## src/rtl/relay_rx_framer_pkg.sv

```systemverilog
// relay_rx_framer_pkg: mode codes, comm markers, FSM states and marker matchers for the relay receive path
package relay_rx_framer_pkg;

   localparam logic [2:0] SNIFFER       = 3'b000;
   localparam logic [2:0] TAGSIM_LISTEN = 3'b001;
   localparam logic [2:0] TAGSIM_MOD    = 3'b010;
   localparam logic [2:0] READER_LISTEN = 3'b011;
   localparam logic [2:0] READER_MOD    = 3'b100;
   localparam logic [2:0] FAKE_READER   = 3'b101;
   localparam logic [2:0] FAKE_TAG      = 3'b110;

   localparam logic [7:0]  READER_START_COMM = 8'hc0;
   localparam logic [31:0] READER_END_COMM_1 = 32'h0000_0000;
   localparam logic [31:0] READER_END_COMM_2 = 32'hc000_0000;
   localparam logic [7:0]  TAG_START_COMM    = 8'hf0;
   localparam logic [23:0] TAG_END_COMM      = 24'h000000;

   typedef enum logic [1:0] {IDLE, HUNT, ACTIVE} state_t;

   function automatic logic is_fake(input logic [2:0] m);
      return m == FAKE_READER || m == FAKE_TAG;
   endfunction

   function automatic logic [2:0] listen_of(input logic [2:0] m);
      return m == FAKE_READER ? READER_LISTEN : TAGSIM_LISTEN;
   endfunction

   function automatic logic [2:0] mod_of(input logic [2:0] m);
      return m == FAKE_READER ? READER_MOD : TAGSIM_MOD;
   endfunction

   // start marker is a full byte preceded by two silent bytes
   function automatic logic start_match(input logic reader, input logic [31:0] sh);
      return sh[23:0] == {16'h0000, reader ? READER_START_COMM : TAG_START_COMM};
   endfunction

   function automatic logic end_match(input logic reader, input logic [31:0] sh);
      return reader ? (sh == READER_END_COMM_1 || sh == READER_END_COMM_2) : sh[23:0] == TAG_END_COMM;
   endfunction

endpackage

```

## src/rtl/relay_rx_framer_bit_sampler.sv

```systemverilog
// relay_bit_sampler: synchronises the relay line and emits one sample per bit period (RELAY_RX_MAJORITY_EN selects 2-of-3 voting)
module relay_bit_sampler #(
   parameter int DIV_LOG2     = 4,
   parameter int SAMPLE_PHASE = 8
) (
   input  logic clk,
   input  logic rst,
   input  logic line,
   output logic s,
   output logic tick
);

   logic [1:0]          sync;
   logic [DIV_LOG2-1:0] div;

   // two-flop synchroniser and free-running bit-period divider
   always_ff @(posedge clk or posedge rst)
      if (rst) begin
         sync <= '0;
         div  <= '0;
      end else begin
         sync <= {sync[0], line};
         div  <= div + 1'b1;
      end

`ifdef RELAY_RX_MAJORITY_EN
   logic early, mid;

   // hold the two samples that precede the voting point
   always_ff @(posedge clk or posedge rst)
      if (rst) begin
         early <= 1'b0;
         mid   <= 1'b0;
      end else begin
         if (div == DIV_LOG2'(SAMPLE_PHASE - 1)) early <= sync[1];
         if (div == DIV_LOG2'(SAMPLE_PHASE)) mid <= sync[1];
      end

   assign tick = div == DIV_LOG2'(SAMPLE_PHASE + 1);
   assign s    = (early & mid) | (early & sync[1]) | (mid & sync[1]);
`else
   assign tick = div == DIV_LOG2'(SAMPLE_PHASE);
   assign s    = sync[1];
`endif

endmodule

```

## src/rtl/relay_rx_framer.sv

```systemverilog
// relay_rx_framer: relay-line framer resolving mod_type for hi_iso14443a (sampler option RELAY_RX_MAJORITY_EN)
module relay_rx_framer
   import relay_rx_framer_pkg::*;
#(
   parameter int DIV_LOG2     = 4,
   parameter int SAMPLE_PHASE = 8,
   parameter int TIMEOUT_BITS = 255
) (
   input  logic       ck_1356meg,
   input  logic       rst,
   input  logic [2:0] sim_mode,
   input  logic       relay_in,
   output logic [2:0] mod_type,
   output logic       data_bit,
   output logic       data_valid,
   output logic       in_frame,
   output logic       frame_start,
   output logic       frame_end,
   output logic       timeout_err
);

   localparam int TW = $clog2(TIMEOUT_BITS + 1);

   logic          s, tick, reader, changed, tmo, fin;
   logic [31:0]   shift;
   logic [2:0]    bit_cnt, last_mode;
   logic [TW-1:0] timer;
   state_t        state;

   relay_bit_sampler #(.DIV_LOG2(DIV_LOG2), .SAMPLE_PHASE(SAMPLE_PHASE)) u_sampler (
      .clk (ck_1356meg),
      .rst (rst),
      .line(relay_in),
      .s   (s),
      .tick(tick)
   );

   // marker decisions look at the shift register one clock after the tick that loaded it
   always_comb begin
      reader  = sim_mode == FAKE_READER;
      changed = sim_mode != last_mode;
      tmo     = timer == TW'(TIMEOUT_BITS - 1);
      fin     = tmo || (bit_cnt == 3'd0 && end_match(reader, shift));
   end

   // sample shifting, mode-change restart and IDLE/HUNT/ACTIVE framing with registered outputs
   always_ff @(posedge ck_1356meg or posedge rst)
      if (rst) begin
         state       <= IDLE;
         shift       <= '0;
         bit_cnt     <= '0;
         timer       <= '0;
         last_mode   <= SNIFFER;
         mod_type    <= SNIFFER;
         data_bit    <= 1'b0;
         data_valid  <= 1'b0;
         in_frame    <= 1'b0;
         frame_start <= 1'b0;
         frame_end   <= 1'b0;
         timeout_err <= 1'b0;
      end else begin
         last_mode   <= sim_mode;
         data_valid  <= tick && !changed;
         frame_start <= 1'b0;
         frame_end   <= 1'b0;
         timeout_err <= 1'b0;
         if (tick) begin
            shift    <= {shift[30:0], s};
            bit_cnt  <= bit_cnt + 3'd1;
            data_bit <= shift[14];
         end
         if (changed) begin
            state    <= IDLE;
            shift    <= '0;
            bit_cnt  <= '0;
            timer    <= '0;
            in_frame <= 1'b0;
            mod_type <= is_fake(sim_mode) ? listen_of(sim_mode) : sim_mode;
         end else begin
            case (state)
               IDLE: begin
                  state    <= is_fake(sim_mode) ? HUNT : IDLE;
                  mod_type <= is_fake(sim_mode) ? listen_of(sim_mode) : sim_mode;
               end
               HUNT:
                  if (data_valid && start_match(reader, shift)) begin
                     state       <= ACTIVE;
                     mod_type    <= mod_of(sim_mode);
                     bit_cnt     <= '0;
                     timer       <= '0;
                     in_frame    <= 1'b1;
                     frame_start <= 1'b1;
                  end
               ACTIVE:
                  if (data_valid) begin
                     timer <= timer + 1'b1;
                     if (fin) begin
                        state       <= HUNT;
                        mod_type    <= listen_of(sim_mode);
                        in_frame    <= 1'b0;
                        frame_end   <= 1'b1;
                        timeout_err <= tmo;
                     end
                  end
               default: state <= IDLE;
            endcase
         end
      end

endmodule

```

## config.mk

```make
export PLATFORM = sky130hd
export DESIGN_NAME = relay_rx_framer
export DESIGN_NICKNAME = d
export VERILOG_FILES = /design/src/rtl/relay_rx_framer_pkg.sv /design/src/rtl/relay_rx_framer_bit_sampler.sv /design/src/rtl/relay_rx_framer.sv
export SDC_FILE = /design/constraint.sdc
export NUM_CORES = 1
export LEC_CHECK = 0
export BUFFER_PORTS_ARGS = -buffer_cell sky130_fd_sc_hd__buf_2
export CAP_MARGIN = 5
export CORE_UTILIZATION = 65
export CTS_CLUSTER_SIZE = 24
export DETAILED_ROUTE_END_ITERATION = 7
export PLACE_DENSITY = 0.83
export RECOVER_POWER = 50
export SYNTH_ARGS = -nofsm -noshare
export SYNTH_HDL_FRONTEND = slang
export SYNTH_SLANG_ARGS = --single-unit
```

## constraint.sdc

```tcl
create_clock -name ck_1356meg -period 5.5 [get_ports ck_1356meg]
set_input_delay 1.65 -clock ck_1356meg [delete_from_list [all_inputs] [get_ports ck_1356meg]]
set_output_delay 1.65 -clock ck_1356meg [all_outputs]
set_load 0.005 [all_outputs]
```

* Yosys cells after proc, flatten, opt, wreduce, memory -nomap -nowiden
Index checks and enable logic that the tools add are counted.
Storage, ports and cells: flip-flop bits (word level) 63, word-level logic and storage cells 89
Operators by class: $add $sub $neg 3, eq/ne operators 12, multiplexer cells 42, reductions and logical operators 18
Operators by type and width (count):
- $mux W32 | 2
- $eq A32 B32 Y1 const B | 1
- $logic_not A32 Y1 | 1
- $mux W3 | 10
- $eq A24 B8 Y1 | 1
- $logic_not A24 Y1 | 1
- $mux W8 | 3
- $mux W1 | 17
- $pmux W8 S2 | 1
- $mux W2 | 5
- $ne A3 B3 Y1 const B | 3
- $pmux W3 S3 | 1
- $add A8 B1 Y8 const B | 1
- $eq A8 B8 Y1 const B | 1
- $reduce_and A4 Y1 | 2
- $eq A3 B3 Y1 const B | 2
- $mux W6 | 1
- $pmux W2 S3 | 1
- $reduce_and A3 Y1 | 2
- $add A4 B1 Y4 const B | 1
- $eq A4 B4 Y1 const B | 1
- $reduce_bool A4 Y1 | 1
- $add A3 B1 Y3 const B | 1
- $logic_and A1 B1 Y1 | 3
- 10 further kinds | 12

* Depth between registers and ports, before layout
Gate-level depths: netlist (run 1).
depth in word-level cells 9, gate-level depth with buffers 9

* Cells and area by module
A second synthesis (run 1) with hierarchy kept.
Unflattened totals: cell total of the unflattened synthesis 288, area total of the unflattened synthesis 3067.9 um^2
By module, submodules not included:
- relay_rx_framer | instances 1, cells each 272, area an instance 2851.5 um^2
- relay_bit_sampler | instances 1, cells each 16, area an instance 216.5 um^2

* Worst setup path before layout (run 1)
OpenSTA, ideal clock, no wires.
path type in2reg, start point in sim_mode[0], end point reg mod_type[0], library setup time 0.127 ns, arrival time 3.378 ns, slack 1.994 ns, stages on the path 7, cells stage by stage clkbuf_1 > nand3b_1 > mux2i_1 > or4_4 > a221oi_2 > o22a_2 > mux2_1
On the way: word-level cells in the longest chain between the ends 6, elaborated cells between the ends (all ways) 18, those cells by class 7 x eq/ne; 5 x mux; 6 x reduce/logical
RTL lines:
- from (decl) | line relay_rx_framer.sv:11 | input logic [2:0] sim_mode,
- $eq A3 B3 Y1 | line relay_rx_framer_pkg.sv:21, relay_rx_framer.sv:40
- $mux W6 / $mux W1 (equally long branches) | line relay_rx_framer_pkg.sv:34, relay_rx_framer_pkg.sv:38
- $eq A24 B8 Y1 / $logic_and A1 B1 Y1 (equally long branches) | line relay_rx_framer_pkg.sv:34, relay_rx_framer.sv:43
- $logic_and A1 B1 Y1 / $logic_or A1 B1 Y1 (equally long branches) | line relay_rx_framer.sv:86, relay_rx_framer.sv:43
- $ne A3 B3 Y1 (no source line)
- $reduce_and A4 Y1 (no source line)
- to (signal assigned) | line relay_rx_framer.sv:83 | mod_type <= is_fake(sim_mode) ? listen_of(sim_mode) : sim_mode;
- to (signal assigned) | line relay_rx_framer.sv:88 | mod_type <= mod_of(sim_mode);
- to (signal assigned) | line relay_rx_framer.sv:99 | mod_type <= listen_of(sim_mode);
- to (decl) | line relay_rx_framer.sv:13 | output logic [2:0] mod_type,
Parallel ways exist; a longest one is shown, timed or not. A chain may end at the register's enable or synchronous reset.

* Worst setup path in the final report (run 1)
start point in sim_mode[0], end point reg mod_type[1]
On the way: word-level cells in the longest chain between the ends 6, elaborated cells between the ends (all ways) 23, those cells by class 7 x eq/ne; 10 x mux; 6 x reduce/logical
RTL lines:
- $eq A3 B3 Y1
- $mux W6 (tied with other cells) | line relay_rx_framer_pkg.sv:34 | return sh[23:0] == {16'h0000, reader ? READER_START_COMM : TAG_START_COMM};
- $eq A24 B8 Y1 (tied with other cells) | line relay_rx_framer_pkg.sv:34
- $logic_and A1 B1 Y1 (tied with other cells) | line relay_rx_framer.sv:86 | if (data_valid && start_match(reader, shift)) begin
- $ne A3 B3 Y1 (no source line) / $pmux W3 S3 (equally long branches)
- $reduce_and A4 Y1 (no source line) / $mux W3 (equally long branches)
Parallel ways exist; a longest one is shown, timed or not. The select of a mux whose other input is x is not followed.

==> flow_summary.ini, run 1 <==
[outcome]
status = finished, violations left
violations = max-capacitance violations, max-slew violations

[clock_tree]
cts_max_level = 3
clk_pin_slew_ns = 0.06
clk_latency_ns = 0.33
post_cts_resized = 0
hold_buffers = 0
numClockSinks = 63
clockRootBuffer = clkbuf_8
cts_buffers = 9
cts_tree = yes
clockBufferDepth = 2
cts_setup_buffers = 0

[critical_path]
cp_top_family = simple AND/OR/NAND/NOR gates
crit_arrival_ns = 3.57
reg2reg_depth = 8
endpoint_kind = flop
crit_chain = clkbuf_1 > nand3b_1 > mux2i_1 > or4_4 > a221oi_2 > o22a_2 > mux2_1
path_depth = 7
cp.required_ns = 5.71
critPathLaunchType = input port
crit_type = input port to flop
cpMaxStageDelayCell = or4_4
cpPeakStageDelay_ns = 0.51
path_buf_inv = 1
crit_fanout = 8

[layout]
layout-drive-gt1-share_pct = 9.226
n_fill_cell = 334
layout.nets = 349
stdcell_area_um2 = 3204
finish.utilization_pct = 73.59
antenna_cells = 0
final_cells = 388
area_growth_pct = 8.609

[synthesis]
netlist_top_cells_area = dfrtp_1 (53%), nand2_1 (11%), a21oi_1 (6.8%)
synth-main-ff-cell = dfrtp_1
synth_cells = 322
synth_area_um2 = 2950
yosysTopAreaCell = dfrtp_1
synth_top_area_share_pct = 53.44
synth_common_cells = nand2_1 (85), dfrtp_1 (63), a21oi_1 (40), nor2_1 (16)
syn_avg_cell_area_um2 = 9.163
ys_seq_area_share_pct = 53.44
ys_ff_latch = 63
async_reset_ff_share_pct = 100.0
synth_edf_count = 0
syn_nets = 338
synth.most_common_cell = nand2_1
yosysUniqueCellTypes = 36
synth_warnings = 0

[floorplanning]
dieHeight_um = 69.37
initial_utilization_pct = 67.76
pin_count = 15
design.core.area_um2 = 4354
die_area_um2 = 4812
die_w_um = 69.37
rows = 24

[place]
routabilityCongestion = 0.8202
io_buffer_count = 14
place_ws_ns = 1.917
place_hpwl_um = 3455
placed_area_um2 = 3044
place_inst = 374

[grt]
track_usage_pct = 24.60
globalRouteOverflowTotal = 0
antenna_found_initial = 0
grt_max_degree = 64
grt_pass1_vias = 2125
grt_pass1_wl_um = 9239

[power]
swShare_pct = 22.22
powerDensity_nw_per_um2 = 265.4
share_seq_of_total_power_pct = 55.2
pwr-share-comb_pct = 4.8
internal_power_mw = 0.6615
power_mw = 0.8505
power.switching_mw = 0.1889
p_clk_share_pct = 40.0
leakage_nw = 1.407
vdd_drop_max_mv = 0.1866

[timing]
finalCriticalPeriod_ns = 3.363
final-max-slew-violation-count = 36
skew_ns = 0.007516
relSlewSlack_pct = -19.90
rsz0062_at_grt = false
hold_viol = 0
setup_tns_ns = 0
max_freq_mhz = 297.4
whs_ns = 0.3551
fin_ws_ns = 2.137
final-setup-viol-count = 0
worst_slew_pin_slew_ns = 1.798
fin_crit_sh_pct = 61.14

[routing]
wire_per_inst_um = 13.85
drt_iter0_drc = 164
dr.pass1.iters = 4
drc = 0
via_count = 2224
via_per_inst = 5.732
drtAntennaViolNets = 0
finalWirelength_um = 5374

[min_path]
hold_path_class = flop to flop
min_path_cells = 0

[flow_run]
maxCapViolations = 1
## layer usage
layer / vias up / part of all wire (%) / track usage, %
met5: - / 0 / 0
met4: 0 / 1.1 / 14.74
met3: 5 / 4.7 / 4.797
met2: 66 / 49 / 39.27
met1: 1035 / 45 / 31.14
li1: 1118 / - / -
## cells by family after synthesis
family,count (synthesis),share of synthesized area (%)
fa+ha+maj,10,4.241
buf+inv,29,3.774
compound gates,66,12.81
simple gates,139,20.95
xor+xnor,9,2.672
mux,6,2.120
flops,63,53.44
## layout by cell type, fill, tap and decap left out, types with 2 or more instances in the layout
cell type,synthesis,layout
a31oi_1,4,4
and3_1,2,2
mux2i_1,4,4
a21oi_1,40,40
mux2_1,2,2
buf_4,0,3
buf_2,2,11
nand2_1,85,85
nand3_1,11,11
nand3b_1,2,2
ha_1,10,10
nor4_1,10,10
o21ai_0,12,12
dfrtp_1,63,63
clkbuf_1,12,5
xnor2_1,6,6
nor2_1,16,15
xor2_1,3,3
clkbuf_8,0,11
inv_1,12,12
nand4_1,6,6
a211o_1,2,2
## final cells by class
class	instances	area [um2]	share of cell area [%]
Clock buffer	13	158.9	4.959
Timing Repair Buffer	17	88.84	2.772
Inverter	12	45.04	1.406
Sequential cell	63	1577	49.20
Clock inverter	1	5.005	0.1562
Tap cell	52	65.06	2.030
Multi-Input combinational cell	230	1265	39.48
## final timing paths
kind                                   start                end  slack (ns)
max                              sim_mode[0]        mod_type[1]        2.14
min                        u_sampler.sync[0]  u_sampler.sync[1]        0.36
max reg2reg                         state[0]           timer[3]        2.93
min reg2reg                u_sampler.sync[0]  u_sampler.sync[1]        0.36
max in group asynchronous                rst   u_sampler.div[1]        3.45
min in group asynchronous                rst           state[0]        1.54
## worst register-to-register path, delay by kind of cell, from the launching register on
family                   cells  cell delay, ns
AO/OA/AOI/OAI                4            1.32
flip-flops                   1            0.43
adder cells (fa/ha/maj)      1            0.36
buffers and inverters        2            0.26
AND/OR/NAND/NOR              1            0.11
## registers in the layout, indices dropped and copies added (netlist names), 2 cells and up
name	cells
shift	32
timer	8
u_sampler.div	4
bit_cnt	3
last_mode	3
mod_type	3
state	2
u_sampler.sync	2
## power by group through the flow
| stage | clock, mW | sequential (mW) | combinational [mW] |
|---|---|---|---|
| 2_1_floorplan | 0 | 0.478 | 0.0295 |
| 4_1_cts | 0.349 | 0.470 | 0.0418 |
| 6_report | 0.340 | 0.470 | 0.0410 |
| 3_3_place_gp | 0 | 0.478 | 0.0406 |
| 5_1_grt | 0.364 | 0.470 | 0.0466 |
| 3_5_place_dp | 0 | 0.478 | 0.0416 |
Note: power is estimated with default switching activity, not from simulation.
==> inputs of run 2 (changes only) <==
CORE_UTILIZATION = 60   (was 65)
PLACE_DENSITY = 0.77   (was 0.83)
clock period = 3.49 ns   (was 5.5 ns; I/O delays follow)
==> run 2 against run 1 <==
  * The flow now finishes without violations
  * Largest power group unchanged
  * Critical endpoint is now mod_type[0]
  * First-iteration DRC count shrank 13%
  * Critical path type unchanged
  * Hold slack lost 0.0025 ns
  * Cell area increased by 0.62%
  * Highest routed layer unchanged
  * Critical path depth stayed put
  * Power rose by 56%
  * Setup slack worse by 1.4 ns
==> flow_summary.ini, run 2 (synthesis results as in run 1) <==
[timing]
skew_ns = 0.006541
final-max-slew-violation-count = 0
setup_tns_ns = 0
max_freq_mhz = 360.9
finalCriticalPeriod_ns = 2.771
relSlewSlack_pct = 18.23
rsz0062_at_grt = false
hold_viol = 0
worst_slew_pin_slew_ns = 1.226
final-setup-viol-count = 0
fin_crit_sh_pct = 79.39

[place]
routabilityCongestion = 0.7928
io_buffer_count = 14
place_inst = 391
place_hpwl_um = 3695

[floorplanning]
design.core.area_um2 = 4723
die_w_um = 72.12
pin_count = 15
initial_utilization_pct = 62.46
dieHeight_um = 72.12
rows = 25
die_area_um2 = 5201

[clock_tree]
post_cts_resized = 0
cts_tree = yes
cts_max_level = 3
numClockSinks = 63
clockRootBuffer = clkbuf_8
hold_buffers = 0
cts_setup_buffers = 0
clk_latency_ns = 0.33
cts_buffers = 9
clockBufferDepth = 2
clk_pin_slew_ns = 0.06

[routing]
drtAntennaViolNets = 0
dr.pass1.iters = 4
drc = 0
wire_per_inst_um = 13.53
via_per_inst = 5.643
finalWirelength_um = 5492
via_count = 2291
drt_iter0_drc = 143

[critical_path]
cpPeakStageDelay_ns = 0.52
endpoint_kind = flop
crit_fanout = 8
critPathLaunchType = input port
crit_arrival_ns = 2.98
cp.required_ns = 3.70
crit_chain = clkbuf_1 > nand3b_1 > mux2i_1 > or4_4 > a221oi_2 > o22a_2 > mux2_1
cpMaxStageDelayCell = or4_4
crit_type = input port to flop

[layout]
layout.nets = 351
top_regs = shift (32), timer (8), u_sampler.div (4)
layout-drive-gt1-share_pct = 9.145
area_growth_pct = 9.287
layout_common_cells = nand2_1 (85), dfrtp_1 (63), a21oi_1 (40)
top_register = shift
largest_reg_flops = 32
seqCellArea_um2 = 1577
final_cells = 406
n_fill_cell = 392
final_common_cell = nand2_1
antenna_cells = 0
multiInputGateArea_um2 = 1265

[grt]
grt_pass1_vias = 2109
track_usage_pct = 23.96
grt_pass1_wl_um = 9397
antenna_found_initial = 0
globalRouteOverflowTotal = 0
grt_max_degree = 36

[power]
leakage_nw = 1.404
power_mw = 1.326
vdd_drop_max_mv = 0.3412
powerDensity_nw_per_um2 = 411.1

[outcome]
status = finished, final reports clean

[min_path]
hold_path_class = flop to flop

[flow_run]
maxCapViolations = 0
[run 2: worst max-delay path, delay by kind of cell]
kind | cells | cell delay, ns
buf+inv | 1 | 0.27
mux | 2 | 0.50
compound gates | 2 | 0.45
simple gates | 2 | 0.72
[run 2: area by class of cell]
class / count / share of cell area (%)
flip-flops and latches: 63 / 48.89
multi-input cells: 230 / 39.23
clock buffers: 14 / 4.734
repair buffers: 19 / 2.988
well taps: 67 / 2.600
inverters: 12 / 1.397
clock inverters: 1 / 0.1552
[run 2: path summary, 6_finish.rpt]
check / slack (ns) / startpoint / endpoint / cells past startpoint
setup / recovery: 0.72 / sim_mode[0] / mod_type[0] / 7
setup reg to reg: 0.98 / state[0] / timer[2] / 8
min in group asynchronous: 1.00 / rst / timer[0] / 2
max in group asynchronous: 0.81 / rst / shift[9] / 3
hold reg to reg: 0.35 / u_sampler.sync[0] / u_sampler.sync[1] / 0
hold / removal: 0.35 / u_sampler.sync[0] / u_sampler.sync[1] / 0
[run 2: per-layer routing]
layer  wire length (um)  track usage, %
met1               2539           31.82
met4                 96           12.20
met3                185           5.417
met5                  0               0
met2               2670           37.28
[run 2: through the flow]
stage / area, um2 / utilization [%] / hold slack (ns) / setup WS (ns)
3_5_place_dp: 3090 / 65.43 / 0.3418 / 0.4746
5_1_grt: 3224 / 68.26 / 0.3678 / 0.3376
2_1_floorplan: 2950 / - / 0.3312 / 0.5875
3_3_place_gp: 3090 / 65.43 / 0.3473 / 0.5439
4_1_cts: 3248 / 68.77 / 0.3560 / 0.8159
6_report: 3224 / 68.26 / 0.3526 / 0.7192
[run 2: where the power goes]
part	switching [mW]	internal, mW
clock	0.247	0.273
combinational	0.0470	0.0185
sequential	0.00346	0.737
==> inputs of run 3 (changes only) <==
ABC_AREA = 1   (was unset)
CORE_UTILIZATION = 55   (was 60)
PLACE_DENSITY = 0.74   (was 0.77)
clock period = 2.22 ns   (was 3.49 ns; I/O delays follow)
==> run 3 against run 2 <==
  * Largest cell class unchanged
  * Cell area grew 6.0%
  * Critical path type unchanged
  * Hold slack gained 0.0027 ns
  * Critical endpoint is now timer[2]
  * Synthesized cell count grew 9.0%
  * Cell count grew 9.4%
  * Non-clock buffer count shrank 1
  * Count of clock-buffer cells in the layout shrank 2
  * Via count shrank 1.8%
  * Critical path depth grew 3
==> flow_summary.ini, run 3 <==
[synthesis]
syn_avg_cell_area_um2 = 8.780
synth.most_common_cell = nand2_1
async_reset_ff_share_pct = 100.0
synth_top_family_by_area = simple AND/OR/NAND/NOR gates
yosys.area_share.simple_pct = 21.88
synth-main-ff-cell = dfrtp_1
syn_nets = 367
synth_top_area_share_pct = 51.16
synthAdderAreaFrac_pct = 4.060
synth_edf_count = 0
synth_area_um2 = 3082
synthMuxAreaShare_pct = 0
ys_ff_latch = 63
synth_compound_area_share_pct = 11.69
synth_warnings = 0
synth-xor-area-share_pct = 2.192
netlist_top_cells_area = dfrtp_1 (51%), nand2_1 (11%), inv_1 (6.6%)
yosysTopAreaCell = dfrtp_1
synth_common_cells = nand2_1 (87), dfrtp_1 (63), inv_1 (54), nor2_1 (32), o22ai_1 (28)
ys_seq_area_share_pct = 51.16
yosysUniqueCellTypes = 32
synth_cells = 351

[outcome]
status = finished, final reports clean

[critical_path]
cpMaxStageDelayCell = clkbuf_1
crit_arrival_ns = 2.13
critPathLaunchType = input port
reg2reg_to = timer[2]
reg2reg_depth = 9
cpPeakStageDelay_ns = 0.31
endpoint_kind = flop
cp.required_ns = 2.44
cpMostUsedCell = nand2_1
crit_type = input port to flop
crit_fanout = 13
r2r_setup_slack_ns = 0.46
crit_chain = clkbuf_1 > nand2_1 > nor2_1 > nand2_1 > nand2_1 > nand4_4 > a21oi_4 > nand2_2 > nand2_1 > o21ai_2
r2r-start = state[0]

[layout]
n_fill_cell = 447
largest_reg_flops = 32
top_register = shift
layout-drive-gt1-share_pct = 13.64
layout.nets = 388
area_growth_pct = 10.88
layout_common_cells = nand2_1 (87), dfrtp_1 (63), inv_1 (53)
final_common_cell = nand2_1
antenna_cells = 0
top_regs = shift (32), timer (8), u_sampler.div (4)
final_cells = 444

[grt]
grt_pass1_vias = 2287
track_usage_pct = 21.07
grt_pass1_wl_um = 9867
globalRouteOverflowTotal = 0
grt_max_degree = 48
antenna_found_initial = 0

[clock_tree]
cts_setup_buffers = 0
clockRootBuffer = clkbuf_8
cts_max_level = 3
cts_tree = yes
numClockSinks = 63
clockBufferDepth = 2
clk_latency_ns = 0.33
cts_buffers = 9
post_cts_resized = 0
hold_buffers = 0
clk_pin_slew_ns = 0.06

[place]
place_hpwl_um = 3746
place_inst = 431
routabilityCongestion = 0.7855
io_buffer_count = 14

[routing]
drtAntennaViolNets = 0
via_per_inst = 5.068
drt_iter0_drc = 81
finalWirelength_um = 5413
via_count = 2250
dr.pass1.iters = 4
drc = 0
wire_per_inst_um = 12.19

[power]
powerDensity_nw_per_um2 = 660.1
leakage_nw = 1.671
vdd_drop_max_mv = 0.3834

[timing]
final-setup-viol-count = 0
fin_crit_sh_pct = 86.04
hold_viol = 0
final-max-slew-violation-count = 0
worst_slew_pin_slew_ns = 0.7729
finalCriticalPeriod_ns = 1.910
skew_ns = 0.009488
rsz0062_at_grt = false
relSlewSlack_pct = 48.19
max_freq_mhz = 523.6
setup_tns_ns = 0

[floorplanning]
die_area_um2 = 5907
die_w_um = 76.86
initial_utilization_pct = 58.84
rows = 26
design.core.area_um2 = 5238
pin_count = 15
dieHeight_um = 76.86

[min_path]
hold_start = u_sampler.sync[0]
min_path_cells = 0
hold_path_class = flop to flop
hold_end = u_sampler.sync[1]

[flow_run]
maxCapViolations = 0
-- run 3: changes by cell type after synthesis, moves of 5 or more --
cell	before	now
inv_1	12	54
a21oi_1	40	4
o22ai_1	1	28
nor2_1	16	32
clkbuf_1	12	1
nor4_1	10	0
o21ai_2	0	5
-- run 3: power breakdown --
part           internal, mW  switching [mW]
registers              1.16         0.00721
logic                0.0376          0.0878
clock network         0.562           0.400
total                  1.76           0.495
-- run 3: final cells by class --
| type | instances | area (um2) | share of cell area, % |
|---|---|---|---|
| clock buffers | 12 | 155.1 | 4.540 |
| clock inverters | 1 | 30.03 | 0.8788 |
| inverters | 58 | 219.0 | 6.408 |
| multi-input cells | 222 | 1227 | 35.92 |
| flip-flops and latches | 63 | 1577 | 46.14 |
| well taps | 70 | 87.58 | 2.563 |
| repair buffers | 18 | 121.4 | 3.552 |
-- run 3: kinds of logic (layout without fill, tap and decap cells) --
group	Yosys count	in the layout
xor gates and xnor gates	6	6
DFF	63	63
AOI/OAI and AO/OA	56	56
and+or+nand+nor	150	150
adders and majority gates	10	10
buffers and inverters	66	89
-- run 3: worst max-delay path, delay by kind of cell --
kind	cells	cell delay (ns)
and+or+nand+nor	7	0.92
buffers and inverters	1	0.31
AOI/OAI and AO/OA	2	0.25
-- run 3: per-layer routing --
layer / wire [um] / GRT usage [%] / part of all wire, % / vias up
met3: 145 / 3.929 / 2.7 / 11
met4: 70 / 8.269 / 1.3 / 0
met2: 2540 / 33.75 / 47 / 28
met5: 0 / 0 / 0 / -
li1: - / - / - / 1173
met1: 2657 / 28.31 / 49 / 1038
-- run 3: through the flow --
stage	worst slack, ns	hold slack (ns)	instance area [um2]	utilization [%]	power, mW
floorplan	0.3935	0.3312	3085	-	1.281
finish	0.3100	0.3553	3417	65.24	2.256
global placement	0.1912	0.3400	3238	61.83	1.315
detailed placement	0.1166	0.3444	3238	61.83	1.318
CTS	0.4612	0.3269	3423	65.36	2.275
global route	0.1732	0.3629	3417	65.24	2.337
-- run 3: worst max-delay path by stage --
stage	cells past startpoint	start	to	slack, ns
6_report	10	sim_mode[2]	timer[2]	0.31
5_1_grt	10	sim_mode[2]	timer[7]	0.17
4_1_cts	7	sim_mode[1]	shift[16]	0.46
3_5_place_dp	7	sim_mode[1]	shift[16]	0.12
3_3_place_gp	7	sim_mode[1]	shift[16]	0.19
2_1_floorplan	11	sim_mode[2]	timer[2]	0.39
